===== config.mk =====
export PLATFORM = sky130hd
export DESIGN_NAME = led_event_scheduler_flat
export DESIGN_NICKNAME = d
export VERILOG_FILES = /design/src/rtl/led_sched_pkg.sv /design/src/rtl/led_event_scheduler_if.sv /design/src/rtl/led_rr_arbiter.sv /design/src/rtl/led_event_scheduler.sv /design/src/flat_wrapper.sv
export SDC_FILE = /design/constraint.sdc
export NUM_CORES = 1
export LEC_CHECK = 0
export CAP_MARGIN = 20
export CORE_MARGIN = 2
export CORE_UTILIZATION = 59
export CTS_BUF_LIST = sky130_fd_sc_hd__clkbuf_16
export CTS_CLUSTER_SIZE = 30
export DETAILED_ROUTE_END_ITERATION = 12
export GPL_TIMING_DRIVEN = 1
export MAX_ROUTING_LAYER = met4
export PLACE_DENSITY = 0.84
export SLEW_MARGIN = 20
export SYNTH_ARGS = -nofsm -noshare
export SYNTH_HDL_FRONTEND = slang
export SYNTH_SLANG_ARGS = --single-unit

===== constraint.sdc =====
create_clock -name clk -period 6.8 [get_ports clk]
set_input_delay 1.36 -clock clk [delete_from_list [all_inputs] [get_ports clk]]
set_output_delay 1.36 -clock clk [all_outputs]
set_load 0.005 [all_outputs]

===== src/rtl/led_sched_pkg.sv =====
// Shared definitions for the LED event scheduler: source indices, FSM states, pattern layout.
// Latency: n/a (definitions only).
// Backpressure: n/a.
package led_sched_pkg;

  localparam int NUM_SRC = 4;

  localparam logic [1:0] SRC_CM   = 2'd0;
  localparam logic [1:0] SRC_UERR = 2'd1;
  localparam logic [1:0] SRC_CFG  = 2'd2;
  localparam logic [1:0] SRC_DATA = 2'd3;

  typedef enum logic [1:0] {
    ST_IDLE = 2'd0,
    ST_SHOW = 2'd1,
    ST_GAP  = 2'd2
  } state_t;

  localparam int PAT_SRC_LSB = 12;
  localparam int PAT_OVF_BIT = 11;

  localparam logic [3:0] CODE_CM   = 4'b1000;
  localparam logic [3:0] CODE_UERR = 4'b0100;
  localparam logic [3:0] CODE_CFG  = 4'b0010;
  localparam logic [3:0] CODE_DATA = 4'b0001;

  function automatic logic [3:0] src_code(input logic [1:0] idx);
    case (idx)
      SRC_CM:   src_code = CODE_CM;
      SRC_UERR: src_code = CODE_UERR;
      SRC_CFG:  src_code = CODE_CFG;
      default:  src_code = CODE_DATA;
    endcase
  endfunction

  function automatic logic [15:0] make_pattern(input logic [1:0] idx, input logic ovf,
                                               input logic [7:0] payload);
    make_pattern = {src_code(idx), ovf, 3'b000, payload};
  endfunction

endpackage


===== src/rtl/led_event_scheduler_if.sv =====
// Event inputs from the protocol blocks and the LED-side outputs of the scheduler.
// Latency: n/a (wiring only).
// Backpressure: none; strobes are fire-and-forget, collisions are counted as drops.
interface led_event_scheduler_if;
  logic       UART_data_debug_switch;
  logic [7:0] UART_data;
  logic       UART_data_valid;
  logic [3:0] CM_errors;
  logic       CM_errors_valid;
  logic [1:0] UART_errors;
  logic       UART_errors_valid;
  logic [7:0] config_notification;
  logic [15:0] leds;
  logic        busy;
  logic [7:0]  drop_count;

  modport master (
    output UART_data_debug_switch, UART_data, UART_data_valid,
           CM_errors, CM_errors_valid, UART_errors, UART_errors_valid,
           config_notification,
    input  leds, busy, drop_count
  );

  modport slave (
    input  UART_data_debug_switch, UART_data, UART_data_valid,
           CM_errors, CM_errors_valid, UART_errors, UART_errors_valid,
           config_notification,
    output leds, busy, drop_count
  );
endinterface


===== src/rtl/led_rr_arbiter.sv =====
// Four-way round-robin arbiter: combinational grant from a registered pointer.
// Latency: grant is same-cycle; pointer moves on the edge where advance is high.
// Backpressure: pointer holds while advance is low, so an unused grant is re-offered.
module led_rr_arbiter
  import led_sched_pkg::*;
(
  input  logic       clk,
  input  logic       rst,
  input  logic [3:0] req,
  input  logic       advance,
  output logic [3:0] gnt,
  output logic [1:0] gnt_idx,
  output logic       gnt_vld
);

  logic [1:0] ptr;
  logic [1:0] idx;

  // Scan from lowest priority up so the last hit is the one nearest the pointer.
  always_comb begin
    gnt     = '0;
    gnt_idx = ptr;
    gnt_vld = 1'b0;
    idx     = ptr;
    for (int k = 3; k >= 0; k--) begin
      idx = ptr + k[1:0];
      if (req[idx]) begin
        gnt_idx = idx;
        gnt_vld = 1'b1;
      end
    end
    if (gnt_vld) gnt[gnt_idx] = 1'b1;
  end

  always_ff @(posedge clk) begin
    if (!rst) begin
      ptr <= SRC_CM;
    end else if (advance && gnt_vld) begin
      ptr <= gnt_idx + 2'd1;
    end
  end

endmodule


===== src/rtl/led_event_scheduler.sv =====
// Time-shares the LED bank among CM error, UART error, config and UART data events.
// Latency: strobe at edge k is pending, shown after edge k+1 when idle; HOLD_CYCLES on, 1 blank.
// Backpressure: none; a second event on a pending slot overwrites it, sets ovf and bumps drop_count.
module led_event_scheduler
  import led_sched_pkg::*;
#(
  parameter int unsigned HOLD_CYCLES  = 25_000_000,
  parameter logic [15:0] IDLE_PATTERN = 16'h0000
) (
  input logic                 clk,
  input logic                 rst,
  led_event_scheduler_if.slave bus
);

  localparam int CNT_W = $clog2(HOLD_CYCLES);
  localparam logic [CNT_W-1:0] CNT_LOAD = CNT_W'(HOLD_CYCLES - 1);

  state_t           state;
  logic [CNT_W-1:0] cnt;
  logic [15:0]      leds_q;
  logic             busy_q;
  logic [7:0]       drop_q;

  logic [3:0] pend;
  logic [3:0] ovf;
  logic [7:0] payload [NUM_SRC];
  logic [7:0] cfg_prev;

  logic [3:0] cap;
  logic [7:0] cap_dat [NUM_SRC];
  logic [3:0] clr;
  logic [3:0] req;
  logic [3:0] gnt;
  logic [3:0] gnt_eff;
  logic [3:0] drop;
  logic [1:0] gnt_idx;
  logic       gnt_vld;
  logic       take;
  logic [2:0] drop_sum;
  logic [8:0] drop_total;

  always_comb begin
    cap               = '0;
    cap[SRC_CM]       = bus.CM_errors_valid;
    cap[SRC_UERR]     = bus.UART_errors_valid;
    cap[SRC_CFG]      = (bus.config_notification != cfg_prev);
    cap[SRC_DATA]     = bus.UART_data_valid & bus.UART_data_debug_switch;
    cap_dat[SRC_CM]   = {4'b0000, bus.CM_errors};
    cap_dat[SRC_UERR] = {6'b000000, bus.UART_errors};
    cap_dat[SRC_CFG]  = bus.config_notification;
    cap_dat[SRC_DATA] = bus.UART_data;
  end

  // With debug off the DATA slot is flushed and never offered to the arbiter.
  assign clr     = {~bus.UART_data_debug_switch, 3'b000};
  assign req     = pend & ~clr;
  assign take    = ((state == ST_IDLE) || (state == ST_GAP)) && gnt_vld;
  assign gnt_eff = take ? gnt : 4'b0000;
  assign drop    = cap & pend & ~gnt_eff;

  assign drop_sum   = 3'(drop[0]) + 3'(drop[1]) + 3'(drop[2]) + 3'(drop[3]);
  assign drop_total = {1'b0, drop_q} + 9'(drop_sum);

  led_rr_arbiter u_arb (
    .clk     (clk),
    .rst     (rst),
    .req     (req),
    .advance (take),
    .gnt     (gnt),
    .gnt_idx (gnt_idx),
    .gnt_vld (gnt_vld)
  );

  // A capture racing its own grant keeps the new payload pending with ovf clear.
  always_ff @(posedge clk) begin
    if (!rst) begin
      pend     <= '0;
      ovf      <= '0;
      cfg_prev <= '0;
      drop_q   <= '0;
      for (int i = 0; i < NUM_SRC; i++) payload[i] <= '0;
    end else begin
      cfg_prev <= bus.config_notification;
      for (int i = 0; i < NUM_SRC; i++) begin
        if (clr[i]) begin
          pend[i] <= 1'b0;
          ovf[i]  <= 1'b0;
        end else if (cap[i]) begin
          pend[i]    <= 1'b1;
          ovf[i]     <= drop[i];
          payload[i] <= cap_dat[i];
        end else if (gnt_eff[i]) begin
          pend[i] <= 1'b0;
          ovf[i]  <= 1'b0;
        end
      end
      drop_q <= drop_total[8] ? 8'hFF : drop_total[7:0];
    end
  end

  always_ff @(posedge clk) begin
    if (!rst) begin
      state  <= ST_IDLE;
      cnt    <= '0;
      leds_q <= IDLE_PATTERN;
      busy_q <= 1'b0;
    end else begin
      case (state)
        ST_IDLE, ST_GAP: begin
          if (take) begin
            state  <= ST_SHOW;
            leds_q <= make_pattern(gnt_idx, ovf[gnt_idx], payload[gnt_idx]);
            cnt    <= CNT_LOAD;
            busy_q <= 1'b1;
          end else begin
            state  <= ST_IDLE;
            leds_q <= IDLE_PATTERN;
            busy_q <= 1'b0;
          end
        end
        ST_SHOW: begin
          if (cnt == '0) begin
            state  <= ST_GAP;
            leds_q <= IDLE_PATTERN;
          end else begin
            cnt <= cnt - 1'b1;
          end
        end
        default: begin
          state  <= ST_IDLE;
          leds_q <= IDLE_PATTERN;
          busy_q <= 1'b0;
        end
      endcase
    end
  end

  assign bus.leds       = leds_q;
  assign bus.busy       = busy_q;
  assign bus.drop_count = drop_q;

endmodule


===== src/flat_wrapper.sv =====
// flat-port wrapper written by rule: the top's interface ports become plain ports
module led_event_scheduler_flat import led_sched_pkg::*;
#(
  parameter int unsigned HOLD_CYCLES  = 25_000_000,
  parameter logic [15:0] IDLE_PATTERN = 16'h0000
)
  (clk, rst, bus_UART_data_debug_switch, bus_UART_data, bus_UART_data_valid, bus_CM_errors, bus_CM_errors_valid, bus_UART_errors, bus_UART_errors_valid, bus_config_notification, bus_leds, bus_busy, bus_drop_count);
  led_event_scheduler_if bus_i ();
  input logic clk;
  input logic rst;
  input wire logic [$bits(bus_i.UART_data_debug_switch)-1:0] bus_UART_data_debug_switch;
  input wire logic [$bits(bus_i.UART_data)-1:0] bus_UART_data;
  input wire logic [$bits(bus_i.UART_data_valid)-1:0] bus_UART_data_valid;
  input wire logic [$bits(bus_i.CM_errors)-1:0] bus_CM_errors;
  input wire logic [$bits(bus_i.CM_errors_valid)-1:0] bus_CM_errors_valid;
  input wire logic [$bits(bus_i.UART_errors)-1:0] bus_UART_errors;
  input wire logic [$bits(bus_i.UART_errors_valid)-1:0] bus_UART_errors_valid;
  input wire logic [$bits(bus_i.config_notification)-1:0] bus_config_notification;
  output wire logic [$bits(bus_i.leds)-1:0] bus_leds;
  output wire logic [$bits(bus_i.busy)-1:0] bus_busy;
  output wire logic [$bits(bus_i.drop_count)-1:0] bus_drop_count;
  assign bus_i.UART_data_debug_switch = bus_UART_data_debug_switch;
  assign bus_i.UART_data = bus_UART_data;
  assign bus_i.UART_data_valid = bus_UART_data_valid;
  assign bus_i.CM_errors = bus_CM_errors;
  assign bus_i.CM_errors_valid = bus_CM_errors_valid;
  assign bus_i.UART_errors = bus_UART_errors;
  assign bus_i.UART_errors_valid = bus_UART_errors_valid;
  assign bus_i.config_notification = bus_config_notification;
  assign bus_leds = bus_i.leds;
  assign bus_busy = bus_i.busy;
  assign bus_drop_count = bus_i.drop_count;
  led_event_scheduler #(.HOLD_CYCLES(HOLD_CYCLES), .IDLE_PATTERN(IDLE_PATTERN)) u_core (.clk(clk), .rst(rst), .bus(bus_i));
endmodule

# Word-level counts from Yosys, hierarchy flattened

Memories as Yosys holds them, arrays and structs flattened.
Cells that the tools add are included.

Add/sub/neg operators: 9
Multiply operators: 0
Div/mod/pow operators: 0
$lt $le $gt $ge: 6
Equal/unequal tests: 8
Shifts and indexed selects: 0
Mux-type cells: 65
Bitwise logic cells: 11
Reductions and logical operators: 15

Operators with widths:

| kind                                                        | count |
|---|---|
| 2-to-1 mux 25 bit                                           | 2 |
| case mux 25 bit (2 select lines)                            | 1 |
| 2-to-1 mux 8 bit                                            | 5 |
| 2-to-1 mux 1 bit                                            | 38 |
| 2-to-1 mux 16 bit                                           | 2 |
| case mux 16 bit (2 select lines)                            | 1 |
| logical NOT 25 bit                                          | 1 |
| subtractor 25 x 1 -> 25 bit (second input constant)         | 1 |
| less-than comparator 2 x 3 -> 1 bit (second input constant) | 5 |
| bitwise AND 4 bit                                           | 3 |
| case mux 4 bit (3 select lines)                             | 1 |
| binary-select mux 1 bit (select 2 bit)                      | 5 |
| 2-to-1 mux 2 bit                                            | 5 |
| nonzero test 2 bit                                          | 5 |
| adder 8 x 3 -> 9 bit                                        | 1 |
| 2-to-1 mux 4 bit                                            | 2 |
| != test 8 bit                                               | 1 |
| inverter 4 bit                                              | 2 |
| adder 3 x 1 -> 3 bit                                        | 2 |
| adder 2 x 1 -> 2 bit (second input constant)                | 2 |
| adder 2 bit (second input constant)                         | 2 |
| equality test 2 x 1 -> 1 bit (second input constant)        | 2 |
| equality test 2 bit (second input constant)                 | 2 |
| logical NOT 2 bit                                           | 2 |
| other kinds (15)                                            | 21 |

Flip-flop bits (word level): 70
Bits in latches: 0
Memory bits (writable): 32
Memory bits (read-only): 0
Input port bits: 28
Output and inout port bits: 25
Word-level logic and storage cells: 130
Memories: 1

Memory list:

| memory         | depth | bits a word | rd ports | clocked after memory_dff | wr ports | line                      | source |
|---|---|---|---|---|---|---|---|
| u_core.payload | 4     | 8           | 1        | 0                        | 4        | led_event_scheduler.sv:26 | `logic [7:0] payload [NUM_SRC];` |

# Longest topological paths before layout

Depth in word-level cells: 22
Gate-level depth with buffers: 19
Depth with buffers taken out: 17

# By module

Synthesis repeated with hierarchy kept, for this count alone.

Cell total of the unflattened synthesis: 409
Area total of the unflattened synthesis: 4101.4 um2

By module, submodules not included:

| module              | times used | cells each | area each (um2) | seq. area each (um2) |
|---|---|---|---|---|
| led_event_scheduler | 1          | 378        | 3877.5          | 1961.9 |
| led_rr_arbiter      | 1          | 31         | 224.0           | 40.0 |

# Least setup slack after synthesis

No wires, ideal clock.

Kind: in2reg
Start point: input bus_UART_data_debug_switch
End point: register u_core.drop_q[1], in the netlist u_core.bus.drop_count[1]
Setup time: 0.071 ns
Data arrival time: 4.771 ns
Required time: 6.729 ns
Setup slack: 1.958 ns
Stages: 17
Path buffers: 1
Path through: a21boi_0 o21ai_1 and3_1 clkbuf_1 ha_1 nand2b_1 nor2b_1 ha_1 fa_1 ha_1 inv_1 fa_1 nor2b_1 o21ai_0 nor2_1 nand3_1 a21oi_1

Cells in the longest elaborated chain, start to end: 22
Elaborated cells between the ends (all ways): 36
Classes of those cells: add/sub (4); order compare (2); mux (21); bitwise (7); reduce/logical (2)

Ends and longest elaborated chain:

| element                                                                                                   | line                      | source |
|---|---|---|
| start: declaration                                                                                        | flat_wrapper.sv:11        | `input wire logic [$bits(bus_i.UART_data_debug_switch)-1:0] bus_UART_data_debug_switch;` |
| inverter 1 bit                                                                                            | led_event_scheduler.sv:55 | `assign clr = {~bus.UART_data_debug_switch, 3'b000};` |
| inverter 4 bit                                                                                            | led_event_scheduler.sv:56 | `assign req = pend & ~clr;` |
| bitwise AND 4 bit                                                                                         | led_event_scheduler.sv:56 |  |
| binary-select mux 1 bit (select 2 bit)                                                                    | led_rr_arbiter.sv:27      | `if (req[idx]) begin` |
| 2-to-1 mux 1 bit (not written as such)                                                                    | led_rr_arbiter.sv:27      |  |
| 2-to-1 mux 2 bit (4 in a row)                                                                             | led_rr_arbiter.sv:27      |  |
| less-than comparator 2 x 3 -> 1 bit (not written as such) or >= comparator 2 x 1 -> 1 bit (tied branches) | led_rr_arbiter.sv:32      | `if (gnt_vld) gnt[gnt_idx] = 1'b1;` |
| logical AND 1 bit (not written as such)                                                                   | led_rr_arbiter.sv:32      |  |
| [3 not listed]                                                                                            | -                         |  |
| 2-to-1 mux 4 bit                                                                                          | led_event_scheduler.sv:58 | `assign gnt_eff = take ? gnt : 4'b0000;` |
| inverter 4 bit                                                                                            | led_event_scheduler.sv:59 | `assign drop = cap & pend & ~gnt_eff;` |
| bitwise AND 4 bit *                                                                                       | led_event_scheduler.sv:59 |  |
| adder 1 x 1 -> 2 bit                                                                                      | led_event_scheduler.sv:61 | `assign drop_sum = 3'(drop[0]) + 3'(drop[1]) + 3'(drop[2]) + 3'(drop[3]);` |
| adder 3 x 1 -> 3 bit                                                                                      | led_event_scheduler.sv:61 |  |
| adder 3 x 1 -> 3 bit *                                                                                    | led_event_scheduler.sv:61 |  |
| adder 8 x 3 -> 9 bit *                                                                                    | led_event_scheduler.sv:62 | `assign drop_total = {1'b0, drop_q} + 9'(drop_sum);` |
| 2-to-1 mux 8 bit *                                                                                        | led_event_scheduler.sv:97 | `drop_q <= drop_total[8] ? 8'hFF : drop_total[7:0];` |
| end signal: assignment                                                                                    | led_event_scheduler.sv:97 |  |
| end: declaration                                                                                          | led_event_scheduler.sv:22 | `logic [7:0] drop_q;` |

Mark *: on every way between the ends. The rest lies on a longest branch, timed or not. The select of a mux whose other input is x is not followed.
A chain may end at the register's enable or synchronous reset.

# Final worst setup path

Start point: input bus_UART_data_debug_switch
End point: register u_core.drop_q[0], in the netlist u_core.bus.drop_count[0]

Same word-level chain as after synthesis.

==> results.yml <==
sta:
  fmax_mhz: 177
  fin_crit_ps: 5640
  setup_viol: 0
  relSlewSlack: 0.539
  holdWs_ps: 455
  fin_crit_sh: 0.830
  clock-skew-final_ps: 8.95
  worst_slew_pin_slew_ps: 692
  finalHoldViolCount: 0
  rsz0062_at_grt: "false"
  tns_ps: 0
  slew_viol_final: 0
clock_network:
  cts-buffers-inserted: 9
  cts_resized: 0
  cts_tree: "yes"
  clockBufferDepth: 2
  root_buffer: "clkbuf_16"
  h-tree-depth: 3
  ctsHoldBuffers: 0
  clock_sinks: 89
  clock_latency_ps: 340
  cts.reportedPaths.clkPinSlew_ps: 60
  post-cts-setup-buffers: 0
setup_path:
  end_kind: "flop"
  arrival_ps: 5910
  criticalPathCategory: "in -> reg"
  ff2ff_setup_slack_ps: 2190
  cp_max_fo: 10
  r2r-end: "u_core.bus.drop_count[0]$_SDFF_PN0_"
  reg2reg_from: "u_core.pend[1]$_SDFFE_PN0P_"
  crit_path_start_kind: "input pin"
  startpoint: "bus_UART_data_debug_switch"
  critical_path_required_ps: 7060
  crit_end: "u_core.bus.drop_count[0]$_SDFF_PN0_"
  r2r_cells: 16
logic_synthesis:
  ys_seq_elements: 89
  synth_common_cells: "67 x dfxtp_1, 36 x a21oi_1, 28 x nor2_1"
  netlist_instances: 433
  synthArstFlopShare: 0
  synthTopCellsByArea: "dfxtp_1 32%, edfxtp_1 16%, a21oi_1 4.3%"
  synth_edf_count: 22
  yosysTopAreaCell: "dfxtp_1"
  yosysMostFrequentCell: "dfxtp_1"
  synthDistinctLibCells: 53
  yosys.area.top_type_share: 0.324
  netlist_area_sq_um: 4150
  synth_flop_cell: "dfxtp_1"
  yosysSeqAreaShare: 0.483
  synth_area_per_cell_sq_um: 9.57
  yosys_warnings: 0
power:
  cellLeakagePower_nw: 1.85
  ir_drop_v: 0.000144
  p_per_area_nw_per_um2: 275
place:
  dp.final_hpwl_um: 6200
  dp_cells: 561
  gp_congestion: 0.906
  port_buffers: 49
route:
  wl_per_cell_um: 15.4
  drt-total-wl_um: 8880
  ant_nets: 0
  vias: 3368
  first_pass_iters: 5
  vias_per_cell: 5.84
  first_iter_violations: 239
  drc: 0
floorplanning:
  initial_core_util: 0.610
  die_w_um: 87.8
  num_rows: 30
  coreArea_sq_um: 6790
  dieArea_sq_um: 7710
  io_pins: 53
  die_h_um: 87.8
cells_and_area:
  layoutNonFillerInstCount: 577
  syn_to_final_growth_pct: 20.9
  drive_gt1_frac: 0.0541
  fin_nets: 514
  n_antenna_cell: 0
global_route:
  grt_overflow: 0
  grt_pass1_vias: 3179
  grt_max_degree: 40
  antenna_found_initial: 0
  grt.total_usage: 0.256
  grt_pass1_wl_um: 14900
flow_run:
  max_cap_violations: 0
status:
  outcome: "completed"
hold_path:
  min_path_type: "reg -> reg"
## layout make-up
class	instances	area (sq um)
timing repair buffer	52	513
clock inverter	6	71.3
multi-input combinational	308	1990
sequential	89	2000
fill	464	1780
tap	96	120
clock buffer	10	250
inverter	16	60.1
## cell usage in the layout, fill, tap and decap left out, drive strengths merged, types with 3 or more instances in the layout
cell | netlist | layout
a211o | 3 | 3
a211oi | 5 | 5
a21oi | 36 | 36
a31oi | 7 | 7
and2 | 25 | 25
and3 | 13 | 13
and4 | 6 | 6
buf | 6 | 3
clkbuf | 16 | 10
clkdlybuf4s50 | 0 | 49
conb | 1 | 3
dfxtp | 67 | 67
edfxtp | 22 | 22
ha | 8 | 8
inv | 15 | 17
mux2i | 6 | 6
nand2 | 25 | 25
nand2b | 3 | 3
nand3 | 13 | 13
nand4 | 10 | 10
nor2 | 28 | 28
nor2b | 6 | 6
nor3 | 13 | 13
nor3b | 3 | 3
nor4 | 10 | 10
o211ai | 8 | 8
o21a | 3 | 3
o21ai | 11 | 11
o221ai | 3 | 3
or4 | 7 | 7
xnor2 | 18 | 18
xor2 | 13 | 13
## worst min-delay path by stage
stage                                          from                               to  depth (start not counted)
floorplan               u_core.cnt[24]$_SDFFE_PN0P_      u_core.cnt[24]$_SDFFE_PN0P_                          1
global placement       u_core.bus.busy$_SDFFE_PN0N_     u_core.bus.busy$_SDFFE_PN0N_                          2
detailed placement     u_core.bus.busy$_SDFFE_PN0N_     u_core.bus.busy$_SDFFE_PN0N_                          2
CTS                 u_core.bus.leds[7]$_SDFFE_PN0P_  u_core.bus.leds[7]$_SDFFE_PN0P_                          2
global route           u_core.bus.busy$_SDFFE_PN0N_     u_core.bus.busy$_SDFFE_PN0N_                          2
finish              u_core.bus.leds[7]$_SDFFE_PN0P_  u_core.bus.leds[7]$_SDFFE_PN0P_                          2
## flip-flops by register name, summed over array words and instances, names as in the netlist
name                   flops
u_core.cnt                25
u_core.bus.busy            1
u_core.pend                4
u_core.cfg_prev            8
u_core.payload            22
u_core.bus.leds           13
u_core.u_arb.ptr           2
u_core.bus.drop_count      8
u_core.ovf                 4
u_core.state               2
## kinds of logic after synthesis
| kind of cell | synth area share |
|---|---|
| compound gates | 0.133 |
| xor+xnor | 0.0655 |
| fa+ha+maj | 0.0338 |
| buf+inv | 0.0377 |
| flops | 0.483 |
| mux | 0.0199 |
| other cells | 0.000905 |
| simple gates | 0.226 |
## power by group
part | total, mW | internal [mW] | switching, mW | leakage (nW)
Clock | 0.521 | 0.310 | 0.211 | 0.151
Sequential | 0.623 | 0.586 | 0.0363 | 0.791
Combinational | 0.232 | 0.108 | 0.123 | 0.910
Total | 1.38 | 1.00 | 0.371 | 1.85
## routing by layer
layer / vias to the layer above / wire length [um] / GRT usage
met5: - / 0 / -
met4: 0 / 172 / 0.0895
met3: 17 / 553 / 0.0726
met2: 125 / 4380 / 0.416
met1: 1580 / 3770 / 0.304
li1: 1646 / - / -
## worst max-delay path, stage by stage
cell and delay, ps:
clkdlybuf4s50_1 570, a21boi_0 120, o21ai_1 420, and3_1 470, ha_1 240, nand2b_1 80
nor2b_1 140, ha_1 300, fa_1 390, ha_1 300, inv_1 60, fa_1 430
nor2b_1 120, o21ai_0 180, nor2_1 250, nand3_1 250, a21oi_1 230
## stage by stage
step | area [sq um] | worst slack (ps) | power, mW | util
2_1_floorplan | 4150 | 1960 | 0.776 | -
3_3_place_gp | 4690 | 1190 | 0.852 | 0.690
3_5_place_dp | 4690 | 957 | 0.861 | 0.690
4_1_cts | 5010 | 1220 | 1.38 | 0.738
5_1_grt | 5010 | 797 | 1.44 | 0.738
6_report | 5010 | 1160 | 1.38 | 0.738
No activity file was read; power rests on OpenSTA's default activity.
